**config.mk**
```make
export PLATFORM = sky130hd
export DESIGN_NAME = freq_meter_flat
export DESIGN_NICKNAME = d
export VERILOG_FILES = /design/src/rtl/freq_meter_if.sv /design/src/rtl/freq_meter.sv /design/src/flat_wrapper.sv
export SDC_FILE = /design/constraint.sdc
export NUM_CORES = 1
export LEC_CHECK = 0
export CAP_MARGIN = 25
export CORE_ASPECT_RATIO = 0.5
export CORE_MARGIN = 4
export CORE_UTILIZATION = 57
export CTS_CLUSTER_SIZE = 16
export DETAILED_ROUTE_END_ITERATION = 8
export GPL_TIMING_DRIVEN = 0
export PLACE_DENSITY = 0.89
export SLEW_MARGIN = 5
export SYNTH_ARGS = -nofsm -noshare
export SYNTH_HDL_FRONTEND = slang
export SYNTH_SLANG_ARGS = --single-unit
```
**constraint.sdc**
```tcl
create_clock -name clk -period 3.5 [get_ports clk]
set_clock_uncertainty 0.2 [all_clocks]
set_input_delay 0.7 -clock clk [delete_from_list [all_inputs] [get_ports clk]]
set_output_delay 0.7 -clock clk [all_outputs]
set_load 0.01 [all_outputs]
```
**src/rtl/freq_meter_if.sv**
```systemverilog
// Bundle of the freq_meter measurement signals.
// The master side drives the signal under test and the measurement request;
// the slave side (the meter) returns status, the latched result and the
// serial frame.
interface freq_meter_if #(
    parameter int GATE_WIDTH = 16,
    parameter int CNT_WIDTH  = 16
);
    logic                  sig_in;
    logic                  start;
    logic [GATE_WIDTH-1:0] gate_len;
    logic                  busy;
    logic [CNT_WIDTH-1:0]  result;
    logic                  result_valid;
    logic                  overflow;
    logic                  ser_out;
    logic                  ser_frame;

    modport master (
        output sig_in, start, gate_len,
        input  busy, result, result_valid, overflow, ser_out, ser_frame
    );

    modport slave (
        input  sig_in, start, gate_len,
        output busy, result, result_valid, overflow, ser_out, ser_frame
    );
endinterface

```
**src/rtl/freq_meter.sv**
```systemverilog
// freq_meter: counts rising edges of sig_in over a gate window of gate_len
// clock cycles, latches the (saturating) count into result/overflow, then
// shifts the count out MSB-first on ser_out while ser_frame is high.
//
// Optional build macro FREQ_METER_CONTINUOUS_EN: when defined, the meter
// re-arms straight from the end of the serial frame into a new gate window
// (resampling gate_len; 0 returns to IDLE). When undefined, every
// measurement needs its own start pulse.
module freq_meter #(
    parameter int GATE_WIDTH = 16,
    parameter int CNT_WIDTH  = 16
) (
    input  logic         clk,
    input  logic         rst,
    freq_meter_if.slave  bus
);

    localparam int BIT_W = $clog2(CNT_WIDTH + 1);

    typedef enum logic [1:0] {
        IDLE  = 2'd0,
        COUNT = 2'd1,
        SHIFT = 2'd2
    } state_t;

    state_t                state;
    logic                  sig_q;
    logic [GATE_WIDTH-1:0] gate_cnt;
    logic [CNT_WIDTH-1:0]  edge_cnt;
    logic                  ovf;
    logic [CNT_WIDTH-1:0]  shreg;
    logic [BIT_W-1:0]      bit_cnt;

    logic                  edge_det;
    logic [CNT_WIDTH-1:0]  cnt_next;
    logic                  ovf_next;

    // Saturating increment: the count sticks at all-ones instead of wrapping.
    function automatic logic [CNT_WIDTH-1:0] sat_inc(
        input logic [CNT_WIDTH-1:0] value,
        input logic                 inc
    );
        if (inc && !(&value))
            return value + CNT_WIDTH'(1);
        return value;
    endfunction

    // True when an increment is requested on an already saturated count.
    function automatic logic sat_hit(
        input logic [CNT_WIDTH-1:0] value,
        input logic                 inc
    );
        return inc & (&value);
    endfunction

    assign edge_det = bus.sig_in & ~sig_q;
    assign cnt_next = sat_inc(edge_cnt, edge_det);
    assign ovf_next = ovf | sat_hit(edge_cnt, edge_det);

    // One-cycle history of sig_in for rising-edge detection, in every state.
    always_ff @(posedge clk or posedge rst) begin
        if (rst)
            sig_q <= 1'b0;
        else
            sig_q <= bus.sig_in;
    end

    // Measurement FSM: IDLE -> COUNT (gate window) -> SHIFT (serial frame).
    always_ff @(posedge clk or posedge rst) begin
        if (rst) begin
            state            <= IDLE;
            gate_cnt         <= '0;
            edge_cnt         <= '0;
            ovf              <= 1'b0;
            shreg            <= '0;
            bit_cnt          <= '0;
            bus.busy         <= 1'b0;
            bus.result       <= '0;
            bus.result_valid <= 1'b0;
            bus.overflow     <= 1'b0;
            bus.ser_out      <= 1'b0;
            bus.ser_frame    <= 1'b0;
        end else begin
            bus.result_valid <= 1'b0;
            case (state)
                IDLE: begin
                    if (bus.start && (bus.gate_len != '0)) begin
                        state    <= COUNT;
                        bus.busy <= 1'b1;
                        gate_cnt <= bus.gate_len;
                        edge_cnt <= '0;
                        ovf      <= 1'b0;
                    end
                end

                COUNT: begin
                    edge_cnt <= cnt_next;
                    ovf      <= ovf_next;
                    gate_cnt <= gate_cnt - GATE_WIDTH'(1);
                    if (gate_cnt == GATE_WIDTH'(1)) begin
                        // Last gate cycle: its edge is folded into the latched count.
                        state            <= SHIFT;
                        bus.result       <= cnt_next;
                        bus.overflow     <= ovf_next;
                        bus.result_valid <= 1'b1;
                        bus.ser_out      <= cnt_next[CNT_WIDTH-1];
                        bus.ser_frame    <= 1'b1;
                        shreg            <= cnt_next << 1;
                        bit_cnt          <= BIT_W'(CNT_WIDTH);
                    end
                end

                SHIFT: begin
                    if (bit_cnt == BIT_W'(1)) begin
                        bus.ser_out   <= 1'b0;
                        bus.ser_frame <= 1'b0;
`ifdef FREQ_METER_CONTINUOUS_EN
                        if (bus.gate_len != '0) begin
                            state    <= COUNT;
                            gate_cnt <= bus.gate_len;
                            edge_cnt <= '0;
                            ovf      <= 1'b0;
                        end else begin
                            state    <= IDLE;
                            bus.busy <= 1'b0;
                        end
`else
                        state    <= IDLE;
                        bus.busy <= 1'b0;
`endif
                    end else begin
                        bus.ser_out <= shreg[CNT_WIDTH-1];
                        shreg       <= shreg << 1;
                        bit_cnt     <= bit_cnt - BIT_W'(1);
                    end
                end

                default: begin
                    state         <= IDLE;
                    bus.busy      <= 1'b0;
                    bus.ser_out   <= 1'b0;
                    bus.ser_frame <= 1'b0;
                end
            endcase
        end
    end

endmodule

```
**src/flat_wrapper.sv**
```systemverilog
// flat-port wrapper written by rule: the top's interface ports become plain ports
module freq_meter_flat 
#(
    parameter int GATE_WIDTH = 16,
    parameter int CNT_WIDTH  = 16
)
  (clk, rst, bus_sig_in, bus_start, bus_gate_len, bus_busy, bus_result, bus_result_valid, bus_overflow, bus_ser_out, bus_ser_frame);
  freq_meter_if #(.GATE_WIDTH(GATE_WIDTH), .CNT_WIDTH(CNT_WIDTH)) bus_i ();
  input  logic clk;
  input  logic rst;
  input wire logic [$bits(bus_i.sig_in)-1:0] bus_sig_in;
  input wire logic [$bits(bus_i.start)-1:0] bus_start;
  input wire logic [$bits(bus_i.gate_len)-1:0] bus_gate_len;
  output wire logic [$bits(bus_i.busy)-1:0] bus_busy;
  output wire logic [$bits(bus_i.result)-1:0] bus_result;
  output wire logic [$bits(bus_i.result_valid)-1:0] bus_result_valid;
  output wire logic [$bits(bus_i.overflow)-1:0] bus_overflow;
  output wire logic [$bits(bus_i.ser_out)-1:0] bus_ser_out;
  output wire logic [$bits(bus_i.ser_frame)-1:0] bus_ser_frame;
  assign bus_i.sig_in = bus_sig_in;
  assign bus_i.start = bus_start;
  assign bus_i.gate_len = bus_gate_len;
  assign bus_busy = bus_i.busy;
  assign bus_result = bus_i.result;
  assign bus_result_valid = bus_i.result_valid;
  assign bus_overflow = bus_i.overflow;
  assign bus_ser_out = bus_i.ser_out;
  assign bus_ser_frame = bus_i.ser_frame;
  freq_meter #(.GATE_WIDTH(GATE_WIDTH), .CNT_WIDTH(CNT_WIDTH)) u_core (.clk(clk), .rst(rst), .bus(bus_i));
endmodule
```
# ---- Word level (Yosys, flattened, before mapping)
# Index checks and enable logic that the tools add are counted.
# Widths: inputs -> output; s select.
dict set report op_classes {
  reduce_logical 15
  muxes 29
  add_sub_neg 3
  n_eq_ne 8
  bitwise_logic 6
}
# op count
set ops {}
lappend ops {{$mux 16} 6}
lappend ops {{$pmux 16 s2} 3}
lappend ops {{$add 16x1->16 const B} 1}
lappend ops {{$eq 16x1->1 const B} 1}
lappend ops {{$reduce_and 16->1} 1}
lappend ops {{$reduce_bool 16->1} 1}
lappend ops {{$sub 16x1->16 const B} 1}
lappend ops {{$reduce_and 3->1} 4}
lappend ops {{$mux 5} 2}
lappend ops {{$pmux 5 s2} 1}
lappend ops {{$mux 1} 9}
lappend ops {{$pmux 1 s3} 3}
lappend ops {{$mux 2} 3}
lappend ops {{$ne 2x1->1 const B} 3}
lappend ops {{$pmux 2 s3} 1}
lappend ops {{$reduce_and 2->1} 3}
lappend ops {{$eq 5x1->1 const B} 1}
lappend ops {{$sub 5x1->5 const B} 1}
lappend ops {{$reduce_bool 2->1} 2}
lappend ops {{$not 1->1} 3}
lappend ops {{$and 1x1->1} 2}
lappend ops {{$eq 2x1->1 const B} 1}
lappend ops {{$eq 2x2->1 const B} 1}
lappend ops {{$logic_and 1x1->1} 2}
lappend ops {{other kinds (5)} 5}
dict set report totals {
  word_cells 74
  regBits 78
  inputBits 20
  output_inout_bits 21
}

# ---- Longest topological paths before layout
# Gate-level depths: netlist of the first run.
dict set report depth {
  ltp_word 7
  ltp_mapped 9
  mapped_depth_nobuf 7
}

# ---- Least setup slack after synthesis of the first run
# OpenSTA, ideal clock, no wires.
dict set report synth_path {
  path_type {in2reg}
  from {in bus_gate_len[3]}
  to {reg u_core.edge_cnt[6]}
  slack_ns 0.838
  path_buffers 1
  setup_ns 0.126
  arrival_time_ns 2.336
  t_required_ns 3.174
  cell_stages 6
  cell_sequence {or4_4 -> o41ai_4 -> a21oi_1 -> buf_2 -> a31oi_1 -> a21oi_1}
}
dict set report synth_between {
  elab_chain_len 4
}
# element line
set synth_rtl {}
lappend synth_rtl {{from (decl)} flat_wrapper.sv:13} ;# input wire logic [$bits(bus_i.gate_len)-1:0] bus_gate_len;
lappend synth_rtl {{$reduce_bool 16->1} freq_meter.sv:87} ;# if (bus.start && (bus.gate_len != '0)) begin
lappend synth_rtl {{$logic_and 1x1->1} freq_meter.sv:87}
lappend synth_rtl {{$ne 2x1->1 (no line)} -}
lappend synth_rtl {{$reduce_and 2->1 (no line)} -}
lappend synth_rtl {{to (signal assigned)} freq_meter.sv:97} ;# edge_cnt <= cnt_next;
lappend synth_rtl {{to (decl)} freq_meter.sv:29} ;# logic [CNT_WIDTH-1:0] edge_cnt;
# No other way between the ends.
# A chain may end at the register's enable or synchronous reset.

# ---- Worst setup path in the final report of the first run
# Ends and elaborated chain as after synthesis.

==> metrics.md, run 1 <==
| Metric | Value |
|---|---|
| Starting Density | 61.1% |
| RSZ-0062 raised after global routing | no |
| Pwr dens | 648 nW/um2 |
| DRT antenna net count | 0 |
| Worst Hold Class | flip-flop to flip-flop |
| Most used cell, CP | a21oi_1 |
| Grt total ovfl | 0 |
| Relative slew slack | 38.5% |
| Synth unique cells | 63 |
| Largest net degree at the start of global routing | 70 |
| Ys async rst share | 100% |
| Later-pin clock latency in the skew report | 0.35 ns |
| Global-route wire length before repair | 19400 um |
| Worst setup SP type | input pin |
| Seq/Total Area, Yosys | 45.3% |
| Critical Path Sink Type | flip-flop |
| Reg clk slew, reported paths | 0.07 ns |
| Drt total wl | 11800 um |
| Final non-filler cell total | 632 |
| Die X | 130 um |
| Static Leak | 2.10 nW |
| Share of the synthesized area in the top cell type | 45.3% |
| Top post-synthesis cells by area | dfrtp_1 (45%), nand2_1 (6.0%), o21ai_0 (5.1%) |
| Yosys top cell by area | dfrtp_1 |
| EDFF count, synth | 0 |
| RD Place Congestion | 0.969 |
| Post-layout instance area | 5090 um2 |
| Required time of the worst setup path | 3.52 ns |
| Clock Path Buffers | 2 |
| Seq cells post-synth | 77 |
| Setup tns final | 0 ns |
| Mapped Avg Cell Area | 8.83 um2 |
| Max stage delay cell, worst path | o41ai_4 |
| Vias/cell | 6.59 |
| DR vias | 4166 |
| Pre-CTS setup slack | -0.0745 ns |
| Number of buffers added on ports | 40 |
| Hold buffers post-CTS | 0 |
| PnR worst setup slack | 0.209 ns |
| Inst Count DP | 616 |
| Flop-to-flop setup slack | 0.56 ns |
| Ys Warns | 0 |
| DP HPWL | 8370 um |
| CTS tree | done |
| Reg power frac | 36.5% |
| Max VDD drop | 355 uV |
| Area after DPL | 4800 um2 |
| Logic pwr share | 35.8% |
| Die area | 8990 um2 |
| Die height | 69.1 um |
| NetSw | 1.34 mW |
| Area Overhead vs Synth | 19.7% |
| Num CTS Buffers | 9 |
| Top_reg_cell synth | dfrtp_1 |
| 1st-pass router iterations | 5 |
| Clock share of power | 27.7% |
| Routed WL per cell | 18.7 um |
| Vias in the first global route | 3827 |
| Worst-path fanout max | 10 |
| Fin. Hold Viols | 0 |
| Cells along the critical path | clkdlybuf4s50_1, or4_4, o41ai_4, a21oi_1, buf_2, a31oi_1, a21oi_1 |
| Final net count | 563 |
| Register area | 1930 um2 |
| Core box area | 6960 um2 |
| Ports | 41 |
| Cell count after synthesis | 482 |
| Status | complete, no violations |
| Int Power | 1.96 mW |
| Root Buffer | clkbuf_16 |
| Overall power | 3.30 mW |
| Least-Margin Pin Slew | 0.915 ns |
| Fmax | 0.304 GHz |
| Layout cells sized above 1 | 7.22% |
| Final min period | 3.29 ns |
| CP Data Arrival Time | 3.31 ns |
| Post-CTS Resized | 0 |
| H-tree levels | 3 |
| Synthesized area | 4250 um2 |
| Filler cell count | 520 |
| CP peak stage delay | 0.67 ns |
| Antenna violations before repair | 0 |
| DRC Markers | 0 |
| Antenna fix cells | 0 |
| DRT iter0 DRCs | 595 |
| Period utilization | 94.0% |
| Finish-stage setup viols | 0 |
| Max Cap Viol | 0 |
| Row cnt | 21 |
| Setup CP Type | input pin to flip-flop |
| Post-CTS Setup Bufs | 0 |
| Number of clock sinks | 77 |
| Tot GR Track Use | 27.3% |
| Switch share | 40.7% |
| Area of the multi-input gates | 2150 um2 |
| Pins Over Slew Limit | 0 |
| Syn Nets | 510 |
==> cell usage in the layout, fill, tap and decap left out, types with 3 or more instances in the layout <==
master           netlist  final
dfrtp_1               77     77
nand2_1               68     68
o21ai_0               43     43
clkdlybuf4s50_1        0     40
nor2_1                31     31
a21oi_1               27     27
nand3_1               22     22
clkbuf_1              18     18
a31oi_1               16     16
nor3_1                14     14
o211ai_1              14     14
inv_1                 13     12
nand4_1                9      9
clkbuf_16              0      9
ha_1                   8      8
buf_2                  6      7
nor4_1                 7      7
nand2b_1               6      6
and3_1                 6      6
mux2i_1                6      6
or4_1                  5      5
a21o_1                 5      5
o22ai_1                5      5
and4_1                 4      4
xor2_1                 4      4
clkinv_1               3      3
buf_1                  3      3
or3_1                  3      3
o31ai_1                3      3
mux2_2                 3      3
a211oi_1               3      3
inv_6                  0      3
==> path summary, 6_finish.rpt <==
kind,startpoint,to,cells past startpoint
min reg2reg,u_core.bus.result[6],u_core.bus.result[6],2
max reg2reg,u_core.gate_cnt[1],u_core.bus.result[4],8
min,u_core.bus.result[6],u_core.bus.result[6],2
min in group asynchronous,rst,u_core.gate_cnt[14],2
max,bus_gate_len[3],u_core.edge_cnt[6],7
max in group asynchronous,rst,u_core.edge_cnt[1],3
==> power groups by stage <==
stage	Combinational, mW	Sequential, mW	Clock, mW
after global routing	1.31	1.22	0.962
after floorplan	0.821	1.17	0
after global placement	1.11	1.20	0
after CTS	1.16	1.20	0.921
after detailed placement	1.14	1.21	0
final	1.18	1.20	0.914
==> synth_stat cells, types with 3 or more instances <==
library cell  instances
nand2_1              68
nand4_1               9
buf_1                 3
xor2_1                4
dfrtp_1              77
ha_1                  8
inv_1                13
a21oi_1              27
or4_1                 5
or3_1                 3
clkinv_1              3
clkbuf_1             18
a211oi_1              3
mux2_2                3
a21o_1                5
buf_2                 6
nand3_1              22
a31oi_1              16
o211ai_1             14
o31ai_1               3
o21ai_0              43
and3_1                6
nand2b_1              6
and4_1                4
nor2_1               31
nor3_1               14
nor4_1                7
mux2i_1               6
o22ai_1               5
==> metrics by stage <==
step                hold WS (ns)  utilization, %
detailed placement         0.260            69.0
global route               0.303            73.2
global placement           0.251            68.5
floorplan                  0.249               -
finish                     0.272            73.2
CTS                        0.275            73.2
==> metal layers <==
metal	track usage, %	wire [um]	vias to the layer above
li1	-	-	1891
met1	38.9	5170	2020
met2	40.6	5300	223
met3	8.26	1140	32
met4	7.49	218	0
met5	0	0	-
==> worst max-delay path, delay by kind of cell <==
kind / cells / cell delay (ns)
AND/OR/NAND/NOR: 1 / 0.57
buffers and inverters: 2 / 0.74
AO/OA/AOI/OAI: 4 / 1.29
==> flip-flops by register name, summed over array words and instances, names as in the netlist <==
| register | cells |
|---|---|
| u_core.bus.result | 16 |
| u_core.edge_cnt | 16 |
| u_core.gate_cnt | 16 |
| u_core.shreg | 15 |
| u_core.bit_cnt | 5 |
| u_core.state | 2 |
| u_core.bus.busy | 1 |
| u_core.bus.overflow | 1 |
| u_core.bus.result_valid | 1 |
| u_core.bus.ser_frame | 1 |
| u_core.bus.ser_out | 1 |
| u_core.ovf | 1 |
| u_core.sig_q | 1 |
==> layout make-up <==
class	instances	share of cell area (%)
multi-input cells	361	42.2
flip-flops and latches	77	37.8
repair buffers	42	8.50
clock buffers	9	4.42
plain buffers	28	2.28
well taps	92	2.26
clock inverters	7	1.25
inverters	16	1.23
==> logic make-up after synthesis <==
| group | share of synthesized area, % |
|---|---|
| xor gates and xnor gates | 1.24 |
| adders and majority gates | 2.35 |
| DFF | 45.3 |
| muxes | 2.21 |
| and+or+nand+nor | 22.4 |
| AOI/OAI and AO/OA | 22.4 |
| buffers and inverters | 4.15 |
Note: power is estimated with default switching activity, not from simulation.
==> run 2: changes to the inputs <==
--- a/config.mk
+++ b/config.mk
@@ -13,6 +13,7 @@
 export DETAILED_ROUTE_END_ITERATION = 8
 export GPL_TIMING_DRIVEN = 0
 export PLACE_DENSITY = 0.89
+export REMOVE_ABC_BUFFERS = 1
 export SLEW_MARGIN = 5
 export SYNTH_ARGS = -nofsm -noshare
 export SYNTH_HDL_FRONTEND = slang
==> metrics.md, run 2 (synthesis results as in run 1) <==
| Metric | Value |
|---|---|
| Status | complete, no violations |
| Highest Signal Layer | met4 |
| Period utilization | 97.7% (+3.7 points) |
| Clock Path Buffers | 2 (unchanged) |
| Post-CTS Setup Bufs | 0 (unchanged) |
| DRC Markers | 0 (unchanged) |
| H-tree levels | 3 (unchanged) |
| Finish-stage setup viols | 0 (unchanged) |
| Pins Over Slew Limit | 0 (unchanged) |
| RD Place Congestion | 0.932 (-3.8%) |
| Clock share of power | 30.9% (+3.2 points) |
| Inst Count DP | 591 (-4.1%) |
| Overall power | 3.41 mW (+3.3%) |
| Area Overhead vs Synth | 19.0% |
| Worst-path fanout max | 14 (+4) |
| Later-pin clock latency in the skew report | 0.33 ns (-0.02 ns) |
| WHS Endpoint | u_core.bus.result[13] |
| DR vias | 4040 (-3.0%) |
| Number of buffers added on ports | 40 (unchanged) |
| Die area | 8990 um2 (unchanged) |
| Core box area | 6960 um2 (unchanged) |
| Largest net degree at the start of global routing | 71 (+1.4%) |
| Reg clk slew, reported paths | 0.06 ns (about the same) |
| Max VDD drop | 486 uV (+37%) |
| Worst Hold Class | flip-flop to flip-flop |
| Setup CP Type | input pin to flip-flop |
| CTS tree | done |
| Worst setup SP type | input pin |
| NetSw | 1.25 mW (-6.9%) |
| PnR worst setup slack | 0.0794 ns (-0.130 ns) |
| Most common cell after layout, fill and taps aside | dfrtp_1 |
| Required time of the worst setup path | 3.52 ns (about the same) |
| Path depth of the worst reg2reg path | 6 (-2) |
| Relative slew slack | 36.3% (-2.1 points) |
| Area after DPL | 4730 um2 (-1.5%) |
| Met2 routed WL | 5240 um (-1.1%) |
| Critical Path Sink Type | flip-flop |
| RSZ-0062 raised after global routing | no |
| DR WL met3 | 744 um (-35%) |
| Hold Path Cell Cnt | 2 (unchanged) |
| Largest regs | u_core.bus.result x16, u_core.edge_cnt x16, u_core.gate_cnt x16 |
| CP peak stage delay | 0.70 ns (+0.03 ns) |
| Final Util | 72.7% (-0.45 points) |
| Final net count | 538 (-4.4%) |
| Vias in the first global route | 3769 (-1.5%) |
| Max stage delay cell, worst path | o41a_1 |
| Critical path buffers and inverters | 1 (-1) |
| Root Buffer | clkbuf_16 |
| Layout cells sized above 1 | 6.42% (-0.80 points) |
| Number of clock sinks | 77 (unchanged) |
| DRT antenna net count | 0 (unchanged) |
| Ports | 41 (unchanged) |
| Delay-heaviest family, CP | compound AO/OA/AOI/OAI gates |
| Met1 wire length | 4700 um (-9.0%) |
| Commonest cells after routing, fill and taps aside | dfrtp_1 (77), nand2_1 (68), o21ai_0 (43), clkdlybuf4s50_1 (40), nor2_1 (31) |
| Setup tns final | 0 ns (unchanged) |
| Hold buffers post-CTS | 0 (unchanged) |
| Drt total wl | 11000 um (-6.9%) |
| Post-layout instance area | 5060 um2 (-0.61%) |
| R2R Path End | u_core.gate_cnt[12] |
| Fmax | 0.292 GHz (-3.8%) |
| Static Leak | 2.09 nW (-0.30%) |
| Grt total ovfl | 0 (unchanged) |
| Cells along the critical path | clkdlybuf4s50_1, or4_4, o41a_1, o21ai_2, nor3_1, a221o_1 |
| Logic pwr share | 32.9% (-2.9 points) |
| Row cnt | 21 (unchanged) |
| Final non-filler cell total | 606 (-4.1%) |
| Switch share | 36.7% (-4.0 points) |
| Int Power | 2.16 mW (+10%) |
| Post-CTS Resized | 0 (unchanged) |
| 1st-pass router iterations | 5 (unchanged) |
| Flop-to-flop setup slack | 0.37 ns (-0.19 ns) |
| Pwr dens | 673 nW/um2 (+4.0%) |
| Starting Density | 61.1% (unchanged) |
| Num CTS Buffers | 9 (unchanged) |
| Die height | 69.1 um (unchanged) |
| Tot GR Track Use | 25.2% (-2.2 points) |
| Final min period | 3.42 ns (+0.130 ns) |
| Pre-CTS setup slack | -0.193 ns (-0.118 ns) |
| Die X | 130 um (unchanged) |
| Least-Margin Pin Slew | 0.946 ns (+0.0317 ns) |
| Vias/cell | 6.67 (+1.1%) |
| Hold slack | 0.274 ns (+0.00148 ns) |
| Antenna fix cells | 0 (unchanged) |
| DRT iter0 DRCs | 469 (-21%) |
| CP Data Arrival Time | 3.44 ns (+0.13 ns) |
| Max Cap Viol | 0 (unchanged) |
| Critical R2R Launch | u_core.state[0] |
| Reg power frac | 36.2% (-0.3 points) |
| Worst hold start | u_core.bus.result[13] |
| Routed WL per cell | 18.2 um (-2.9%) |
| Antenna violations before repair | 0 (unchanged) |
| DP HPWL | 7280 um (-13%) |
| Global-route wire length before repair | 18300 um (-5.7%) |
| Fin. Hold Viols | 0 (unchanged) |
==> run 2: how the worst max path moves through the flow <==
stage / end / slack, ns / startpoint / cells after the start
after floorplan: u_core.bit_cnt[0] / 0.63 / rst / 1
after global placement: u_core.bus.result[1] / -0.62 / rst / 2
after detailed placement: u_core.gate_cnt[12] / -0.19 / bus_gate_len[3] / 6
after CTS: u_core.gate_cnt[12] / 0.14 / bus_gate_len[3] / 6
after global routing: u_core.gate_cnt[15] / 0.03 / bus_gate_len[3] / 6
final: u_core.gate_cnt[12] / 0.08 / bus_gate_len[3] / 6
==> run 2: worst reg2reg max path, cell delays in order, from the launching register on <==
cell and delay [ns]:
dfrtp_1 0.40, inv_1 0.09, ha_1 0.71, clkinv_1 0.58
o21ai_2 0.62, nor3_1 0.13, a221o_1 0.28
==> run 2: cell type report <==
| class | instances | area [um2] |
|---|---|---|
| inverters | 16 | 62.6 |
| fillers | 482 | 1900 |
| clock buffers | 10 | 229 |
| clock inverters | 5 | 100 |
| multi-input cells | 361 | 2150 |
| repair buffers | 45 | 478 |
| well taps | 92 | 115 |
| flip-flops and latches | 77 | 1930 |
==> run 2: power groups by stage <==
stage               combinational, mW  sequential [mW]  clock, mW
global route                     1.23             1.26       1.10
finish                           1.12             1.23       1.05
global placement                0.980             1.23          0
floorplan                       0.738             1.20          0
detailed placement               1.09             1.24          0
CTS                              1.10             1.23       1.06
==> run 2: routing by layer <==
layer | GRT usage, % | vias up
met5 | 0 | -
li1 | - | 1844
met3 | 6.17 | 33
met4 | 10.3 | 0
met2 | 38.5 | 210
met1 | 34.2 | 1953
==> run 3: changes to the inputs <==
--- a/config.mk
+++ b/config.mk
@@ -5,8 +5,8 @@
 export SDC_FILE = /design/constraint.sdc
 export NUM_CORES = 1
 export LEC_CHECK = 0
-export CAP_MARGIN = 25
-export CORE_ASPECT_RATIO = 0.5
+export CAP_MARGIN = 30
+export CORE_ASPECT_RATIO = 0.75
 export CORE_MARGIN = 4
 export CORE_UTILIZATION = 57
 export CTS_CLUSTER_SIZE = 16
==> metrics.md, run 3 (synthesis results as in run 1) <==
| Metric | Value |
|---|---|
| Starting Density | 60.5% (-0.55 points) |
| DRT antenna net count | 0 (unchanged) |
| Worst setup SP type | input pin |
| Core box area | 7030 um2 (+0.92%) |
| Reg clk slew, reported paths | 0.08 ns (+0.02 ns) |
| Least-Margin Pin Slew | 0.963 ns (+0.0167 ns) |
| Final non-filler cell total | 613 (+1.2%) |
| Tot GR Track Use | 26.0% (+0.85 points) |
| RSZ-0062 raised after global routing | no |
| DR vias | 4035 (-0.12%) |
| Max VDD drop | 375 uV (-23%) |
| Num CTS Buffers | 9 (unchanged) |
| NetSw | 1.26 mW (+0.47%) |
| Status | complete, no violations |
| Setup CP Type | input pin to flip-flop |
| Row cnt | 26 (+24%) |
| Finish-stage setup viols | 0 (unchanged) |
| Required time of the worst setup path | 3.57 ns (+0.05 ns) |
| 1st-pass router iterations | 6 (+1) |
| Clock share of power | 24.3% (-6.6 points) |
| CP Data Arrival Time | 3.47 ns (+0.03 ns) |
| Max Cap Viol | 0 (unchanged) |
| Die X | 108 um (-17%) |
| Layout cells sized above 1 | 6.80% (+0.38 points) |
| CP peak stage delay | 0.69 ns (about the same) |
| Crit. Startpoint | bus_gate_len[3] |
| Largest regs | u_core.bus.result x16, u_core.edge_cnt x16, u_core.gate_cnt x16 |
| Number of buffers added on ports | 40 (unchanged) |
| Fin. Hold Viols | 0 (unchanged) |
| Grt total ovfl | 0 (unchanged) |
| Logic pwr share | 35.8% (+2.9 points) |
| Number of clock sinks | 77 (unchanged) |
| Reg power frac | 39.8% (+3.6 points) |
| Pins Over Slew Limit | 0 (unchanged) |
| Filler cell count | 556 (+15%) |
| Int Power | 1.86 mW (-14%) |
| Switch share | 40.3% (+3.7 points) |
| Largest net degree at the start of global routing | 68 (-4.2%) |
| Die height | 82.8 um (+20%) |
| Final net count | 538 (unchanged) |
| Final Util | 70.4% (-2.3 points) |
| Cells along the critical path | clkdlybuf4s50_1, or4_4, o41ai_4, nand2_1, a41o_1, nor3_1 |
| Clock Path Buffers | 2 (unchanged) |
| Global-route wire length before repair | 18800 um (+2.6%) |
| Area of the multi-input gates | 2150 um2 (unchanged) |
| Relative slew slack | 35.2% (-1.1 points) |
| Die area | 8920 um2 (-0.77%) |
| Worst hold start | u_core.bus.result[7] |
| Period utilization | 97.1% (-0.60 points) |
| Vias in the first global route | 3816 (+1.2%) |
| Post-CTS Resized | 0 (unchanged) |
| Inst Count DP | 596 (+0.85%) |
| Commonest cells after routing, fill and taps aside | dfrtp_1 (77), nand2_1 (68), o21ai_0 (43), clkdlybuf4s50_1 (40), nor2_1 (31) |
| Register area | 1930 um2 (unchanged) |
| DRT iter0 DRCs | 537 (+14%) |
| Drt total wl | 11400 um (+3.2%) |
| Critical R2R Launch | u_core.state[0] |
| CTS tree | done |
| Routed WL per cell | 18.5 um (+2.0%) |
| Antenna fix cells | 0 (unchanged) |
| Static Leak | 2.04 nW (-2.6%) |
| DP HPWL | 8000 um (+9.9%) |
| RD Place Congestion | 0.950 (+2.0%) |
| Post-CTS Setup Bufs | 0 (unchanged) |
| Fmax | 0.294 GHz (+0.62%) |
| Later-pin clock latency in the skew report | 0.36 ns (+0.03 ns) |
| Root Buffer | clkbuf_8 |
| Ports | 41 (unchanged) |
| Hold slack | 0.276 ns (+0.00182 ns) |
| Most common cell after layout, fill and taps aside | dfrtp_1 |
| H-tree levels | 3 (unchanged) |
| Worst Hold Class | flip-flop to flip-flop |
| Worst-path fanout max | 11 (-3) |
| Area Overhead vs Synth | 16.3% |
| Vias/cell | 6.58 (-1.3%) |
| Max stage delay cell, worst path | o41ai_4 |
| DRC Markers | 0 (unchanged) |
| Critical Path Sink Type | flip-flop |
| Final min period | 3.40 ns (-0.0210 ns) |
| Antenna violations before repair | 0 (unchanged) |
| Hold buffers post-CTS | 0 (unchanged) |
| Pwr dens | 629 nW/um2 (-6.6%) |
-- run 3: cell count changes in the layout (fill, tap and decap cells not counted) --
cell / before / now
clkbuf_16: 9 / 0
clkbuf_8: 0 / 9
inv_6: 0 / 2
buf_16: 2 / 1
buf_8: 0 / 1
bufinv_16: 3 / 2
clkbuf_1: 1 / 0
clkinv_4: 0 / 1
-- run 3: final timing paths --
| check | endpoint | slack, ns | cells after the start |
|---|---|---|---|
| worst max register to register | u_core.shreg[12] | 0.26 | 8 |
| max in group asynchronous | u_core.edge_cnt[2] | 2.13 | 3 |
| worst max-delay path | u_core.gate_cnt[15] | 0.10 | 6 |
| worst min-delay path | u_core.bus.result[7] | 0.28 | 2 |
| worst min register to register | u_core.bus.result[7] | 0.28 | 2 |
| min in group asynchronous | u_core.bus.result[14] | 0.39 | 2 |
-- run 3: worst max-delay path, delay by kind of cell --
family	cells	cell delay [ns]
buffers and inverters	1	0.44
AND/OR/NAND/NOR	3	1.25
AO/OA/AOI/OAI	2	1.07
-- run 3: stage by stage --
stage	TNS (ns)	setup slack (ns)	total power, mW	area [um2]
final	0	0.100	3.11	4950
after global routing	0	0.0274	3.29	4950
after floorplan	0	0.633	1.94	4140
after detailed placement	-1.64	-0.219	2.31	4720
after global placement	-48.23	-0.599	2.22	4660
after CTS	0	0.161	3.07	4940
-- run 3: power groups by stage --
stage	clock [mW]	sequential [mW]	combinational (mW)
5_1_grt	0.804	1.26	1.22
3_5_place_dp	0	1.24	1.07
6_report	0.758	1.24	1.12
3_3_place_gp	0	1.23	0.990
4_1_cts	0.765	1.23	1.08
2_1_floorplan	0	1.20	0.738
-- run 3: cell type report --
class	instances	share of cell area, %
timing repair buffer	45	9.41
multi-input combinational	361	43.5
clock buffer	9	2.50
tap	98	2.48
clock inverter	7	1.95
sequential	77	38.9
inverter	16	1.26
-- run 3: layer usage --
| layer | track usage [%] | up-vias | share of wire [%] | wire (um) |
|---|---|---|---|---|
| met3 | 6.74 | 23 | 9.9 | 1120 |
| li1 | - | 1832 | - | - |
| met2 | 37.3 | 234 | 44 | 5040 |
| met1 | 38.7 | 1946 | 44 | 5020 |
| met5 | 0 | - | 0 | 0 |
| met4 | 7.80 | 0 | 1.6 | 178 |
==> RTL change 1: new RTL, flow settings as in run 2 <==
`GATE_WIDTH` is set to 16 in 3 places; all go to 12.
--- a/src/rtl/freq_meter_if.sv
+++ b/src/rtl/freq_meter_if.sv
@@ -5,3 +5,3 @@
 interface freq_meter_if #(
-    parameter int GATE_WIDTH = 16,
+    parameter int GATE_WIDTH = 12,
     parameter int CNT_WIDTH  = 16
--- a/src/rtl/freq_meter.sv
+++ b/src/rtl/freq_meter.sv
@@ -9,3 +9,3 @@
 module freq_meter #(
-    parameter int GATE_WIDTH = 16,
+    parameter int GATE_WIDTH = 12,
     parameter int CNT_WIDTH  = 16
--- a/src/flat_wrapper.sv
+++ b/src/flat_wrapper.sv
@@ -3,3 +3,3 @@
 #(
-    parameter int GATE_WIDTH = 16,
+    parameter int GATE_WIDTH = 12,
     parameter int CNT_WIDTH  = 16
Ports: changed (resized bus_gate_len); port bits go from 41 to 37. No check against the original RTL was run, so the function may have changed too.
==> RTL change 1 against run 2 <==
- wire length shrank 6.1%
- sequential cell count shrank 4
- setup slack gained 0.14 ns
- first-iteration DRC count grew 7.5%
- count of clock-buffer cells in the layout grew 2
- area after synthesis shrank 8.8%
- synthesized cell count shrank 10%
- total power shrank 6.9%
- design area shrank 8.6%
- sequential share of layout area grew 1.4 points
- largest cell class unchanged
- die area shrank 8.0%
==> RTL change 1: results (changes against run 2) <==
| Step | Item | Value | Delta |
| --- | --- | --- | --- |
| status | Status | complete, no violations | unchanged |
| route | DRC violation total after the first TritonRoute iteration | 504 | was 469 |
| worst setup path | Worst reg-to-reg setup slack | 0.27 ns | was 0.37 ns |
| finish | Ratio of cells with drive above 1 in the final layout | 6.01% | was 6.42% |
| logic synthesis | Post-synthesis sequential area ratio | 47.1% | was 45.3% |
| power and ir drop | Power dissipated in combinational cells | 1.03 mW | was 1.12 mW |
| route | Routed met2 length | 4800 um | was 5240 um |
| route | Routed length on met1 | 4470 um | was 4700 um |
| route | Vias per Instance | 6.60 | was 6.67 |
| worst hold path | Worst Hold End | u_core.bus.busy$_DFFE_PP0P_ | was u_core.bus.result[13]$_DFFE_PP0P_ |
| finish | Net count reported at finish | 485 | was 538 |
| route | Wire length reported by the detailed router | 10300 um | was 11000 um |
| worst setup path | Capture point of the critical path | u_core.gate_cnt[6]$_DFFE_PP0P_ | was u_core.gate_cnt[12]$_DFFE_PP0P_ |
| finish | Final std cells w/o fill | 554 | was 606 |
| power and ir drop | IR Drop Worst-Case VDD | 347 uV | was 486 uV |
| finish | Largest registers | u_core.bus.result: 16 flops, u_core.edge_cnt: 16 flops, u_core.shreg: 15 flops | was u_core.bus.result: 16 flops, u_core.edge_cnt: 16 flops, u_core.gate_cnt: 16 flops |
| worst setup path | Worst R2R Start | u_core.state[1]$_DFFE_PP0P_ | was u_core.state[0]$_DFFE_PP0P_ |
| global route | Routing usage on met2 | 43.4% | was 38.5% |
| logic synthesis | Fraction of the mapped netlist area in compound gates | 20.2% | was 22.4% |
| global route | Global routing met3 resource utilization | 6.94% | was 6.17% |
| logic synthesis | Cells after Synth | 432 | was 482 |
| placement | RD Place Congestion | 0.861 | was 0.932 |
| global route | Wire length of the first global-routing pass | 17600 um | was 18300 um |
| logic synthesis | Leading cell types by total area after synthesis | sky130_fd_sc_hd__dfrtp_1, sky130_fd_sc_hd__o21ai_0, sky130_fd_sc_hd__a21oi_1, sky130_fd_sc_hd__nor2_1, sky130_fd_sc_hd__inv_1 | was sky130_fd_sc_hd__dfrtp_1, sky130_fd_sc_hd__nand2_1, sky130_fd_sc_hd__o21ai_0, sky130_fd_sc_hd__a21oi_1, sky130_fd_sc_hd__nor2_1 |
| global route | Pin count of the biggest net entering global routing | 47 | was 71 |
| logic synthesis | Number of library cell types mapped by synthesis | 49 | was 63 |
==> RTL change 1: critical path, cell delays in order <==
cell                              delay (ns)
sky130_fd_sc_hd__clkdlybuf4s50_1        0.42
sky130_fd_sc_hd__or4_1                  0.60
sky130_fd_sc_hd__o31ai_1                0.57
sky130_fd_sc_hd__a21o_1                 0.67
sky130_fd_sc_hd__o21ai_0                0.18
sky130_fd_sc_hd__o311ai_0               0.14
==> RTL change 1: layout make-up <==
type	instances	area, um^2	area share [%]
Inverter	28	108	2.33
Tap cell	88	110	2.38
Clock buffer	12	256	5.54
Clock inverter	4	51.3	1.11
Sequential cell	73	1830	39.5
Multi-Input combinational cell	310	1860	40.3
Timing Repair Buffer	39	410	8.87
==> RTL change 1: kinds of logic (layout without fill, tap and decap cells) <==
kind of cell               after synthesis  in the layout
xor gates and xnor gates                11             11
AOI/OAI and AO/OA                      126            126
buffers and inverters                   49             83
adders and majority gates                8              8
muxes                                    4              4
DFF                                     73             73
and+or+nand+nor                        161            161
==> RTL change 2: new RTL, flow settings as in run 2 <==
Without the edit above. Make the reset (`rst`) synchronous in 2 clocked blocks.
--- a/src/rtl/freq_meter.sv
+++ b/src/rtl/freq_meter.sv
@@ -60,3 +60,3 @@
     // One-cycle history of sig_in for rising-edge detection, in every state.
-    always_ff @(posedge clk or posedge rst) begin
+    always_ff @(posedge clk) begin
         if (rst)
@@ -68,3 +68,3 @@
     // Measurement FSM: IDLE -> COUNT (gate window) -> SHIFT (serial frame).
-    always_ff @(posedge clk or posedge rst) begin
+    always_ff @(posedge clk) begin
         if (rst) begin
Check against the original RTL: differs if rst is asserted again (counterexample within 4 cycles, from zero or initial values and one cycle with rst high); with rst held inactive, the same outputs for 10 cycles.
==> RTL change 2 against run 2 <==
- maximum frequency rose by 6.5%
- global-route usage rose by 1.3 points
- setup slack improved by 0.21 ns
- area after synthesis fell by 3.0%
- final cell count rose by 4.8%
- wire length fell by 0.32%
- hold slack got worse by 0.021 ns
- design area fell by 2.7%
- die area fell by 2.7%
- core utilization fell by 0.87 points
- sequential cell count did not move
Power is not compared: it rests on default switching activity, and its combinational part moved more than twofold at a synthesized area within 25%.
==> RTL change 2: results (changes against run 2) <==
| Step | Item | Value | Delta |
| --- | --- | --- | --- |
| logic synthesis | Top cell types by occurrence after synthesis | sky130_fd_sc_hd__dfxtp_1, sky130_fd_sc_hd__nor2_1, sky130_fd_sc_hd__o21ai_0 | was sky130_fd_sc_hd__dfrtp_1, sky130_fd_sc_hd__nand2_1, sky130_fd_sc_hd__o21ai_0 |
| clock tree | Num CTS Buffers | 9 | unchanged |
| logic synthesis | Leading cell types by total area after synthesis | sky130_fd_sc_hd__dfxtp_1, sky130_fd_sc_hd__nor2_1, sky130_fd_sc_hd__o21ai_0, sky130_fd_sc_hd__a211oi_1, sky130_fd_sc_hd__a21oi_1 | was sky130_fd_sc_hd__dfrtp_1, sky130_fd_sc_hd__nand2_1, sky130_fd_sc_hd__o21ai_0, sky130_fd_sc_hd__a21oi_1, sky130_fd_sc_hd__nor2_1 |
| route | Routed length on met1 | 4740 um | was 4700 um |
| global route | Via count of the first global-routing pass | 3830 | was 3769 |
| global route | Pin count of the biggest net entering global routing | 50 | was 71 |
| logic synthesis | Leading register cell type out of synthesis | sky130_fd_sc_hd__dfxtp_1 | was sky130_fd_sc_hd__dfrtp_1 |
| route | Number of vias after detailed routing | 4110 | was 4040 |
| route | DRC violation total after the first TritonRoute iteration | 530 | was 469 |
| timing | Transition at the pin with the smallest max-transition slack | 1.02 ns | was 0.946 ns |
| placement | HPWL reported at the end of detailed placement | 7310 um | was 7280 um |
| clock tree | Clock transition time at the flip-flop clock pins of the worst setup and hold paths | 0.06 ns | about the same |
| clock tree | Clock latency of the later-clocked register in the worst-skew pair | 0.35 ns | was 0.33 ns |
| global route | Wire length of the first global-routing pass | 18400 um | was 18300 um |
| placement | Area after DPL | 4570 um^2 | was 4730 um^2 |
| worst setup path | Crit-path max FO | 17 | was 14 |
| logic synthesis | Post-synthesis sequential area ratio | 37.4% | was 45.3% |
| logic synthesis | Share of flip-flops with an asynchronous set or reset after synthesis | 0% | was 100% |
| finish | Ratio of cells with drive above 1 in the final layout | 6.45% | was 6.42% |
| logic synthesis | Number of library cell types mapped by synthesis | 51 | was 63 |
| placement | Port Buf Inserts | 40 | unchanged |
| finish | Net count reported at finish | 566 | was 538 |
| placement | RD Place Congestion | 0.924 | was 0.932 |
| route | Routed met2 length | 5110 um | was 5240 um |
| global route | GRT Util Overall | 26.4% | was 25.2% |
| route | Metal3 WL | 885 um | was 744 um |
| route | Wire length reported by the detailed router | 11000 um | about the same |
| status | Status | complete, no violations | unchanged |
[RTL change 2: cell types whose count changed after synthesis, sizes merged, moves of 7 or more]
cell	run 2	this run
dfrtp	77	0
dfxtp	0	77
nand2	68	35
nor2	31	55
a211oi	3	20
o31ai	3	17
a31oi	16	5
o211ai	14	4
a32oi	0	9
nor3	14	22
a22o	2	9
clkbuf	18	25
xnor2	2	9
[RTL change 2: cell type report]
type	instances	area [um^2]
Fill cell	505	1930
Clock inverter	6	63.8
Inverter	15	60.1
Multi-Input combinational cell	390	2440
Sequential cell	77	1540
Tap cell	92	115
Clock buffer	10	229
Timing Repair Buffer	45	477
[RTL change 2: final timing paths]
check	startpoint	end	slack [ns]	cells past startpoint
min reg2reg	u_core.shreg[1]$_SDFFE_PP0P_	u_core.shreg[1]$_SDFFE_PP0P_	0.25	2
max	bus_gate_len[11]	u_core.edge_cnt[0]$_SDFFE_PP0P_	0.29	7
min	u_core.shreg[1]$_SDFFE_PP0P_	u_core.shreg[1]$_SDFFE_PP0P_	0.25	2
max reg2reg	u_core.state[1]$_SDFFE_PP0P_	u_core.gate_cnt[15]$_SDFFE_PP0P_	0.43	9
[RTL change 2: repair_timing]
action	4_1_cts	5_1_grt
resized for setup	4	2
endpoints found under the setup margin	18	13
pin swaps	1	0
setup buffers	2	0
[RTL change 2: report_power, final]
part / internal [mW] / total, mW / switching (mW)
Clock: 0.551 / 0.941 / 0.390
Combinational: 0.155 / 0.386 / 0.231
Sequential: 0.911 / 0.955 / 0.0439
[RTL change 2: critical path: stages]
cell	delay [ns]
sky130_fd_sc_hd__clkdlybuf4s50_1	0.51
sky130_fd_sc_hd__nor4_1	0.10
sky130_fd_sc_hd__a41oi_4	0.54
sky130_fd_sc_hd__nor2_1	0.26
sky130_fd_sc_hd__nor3_1	0.84
sky130_fd_sc_hd__nand2_1	0.09
sky130_fd_sc_hd__o21ai_0	0.22
[RTL change 2: metal layers]
metal	track usage (%)	up-vias
li1	-	1969
met1	33.5	1911
met2	44.8	199
met3	6.08	31
met4	9.66	0
met5	0	-
[RTL change 2: cells by family (layout without fill, tap and decap cells)]
| logic type | count (synthesis) | count (layout) | share of synthesized area [%] |
|---|---|---|---|
| compound gates | 164 | 164 | 26.5 |
| flops | 77 | 77 | 37.4 |
| buf+inv | 48 | 76 | 4.58 |
| xor+xnor | 16 | 16 | 3.40 |
| mux | 9 | 9 | 2.24 |
| fa+ha+maj | 8 | 8 | 2.43 |
| simple gates | 193 | 193 | 23.5 |
[RTL change 2: stage by stage]
step	std cells	TNS, ns	setup slack, ns	power (mW)
finish	635	0	0.288	2.28
global route	635	0	0.0945	2.36
CTS	635	0	0.150	2.26
detailed placement	617	-15.36	-0.883	1.34
global placement	614	-47.05	-1.22	1.32
floorplan	482	0	0.0370	1.22
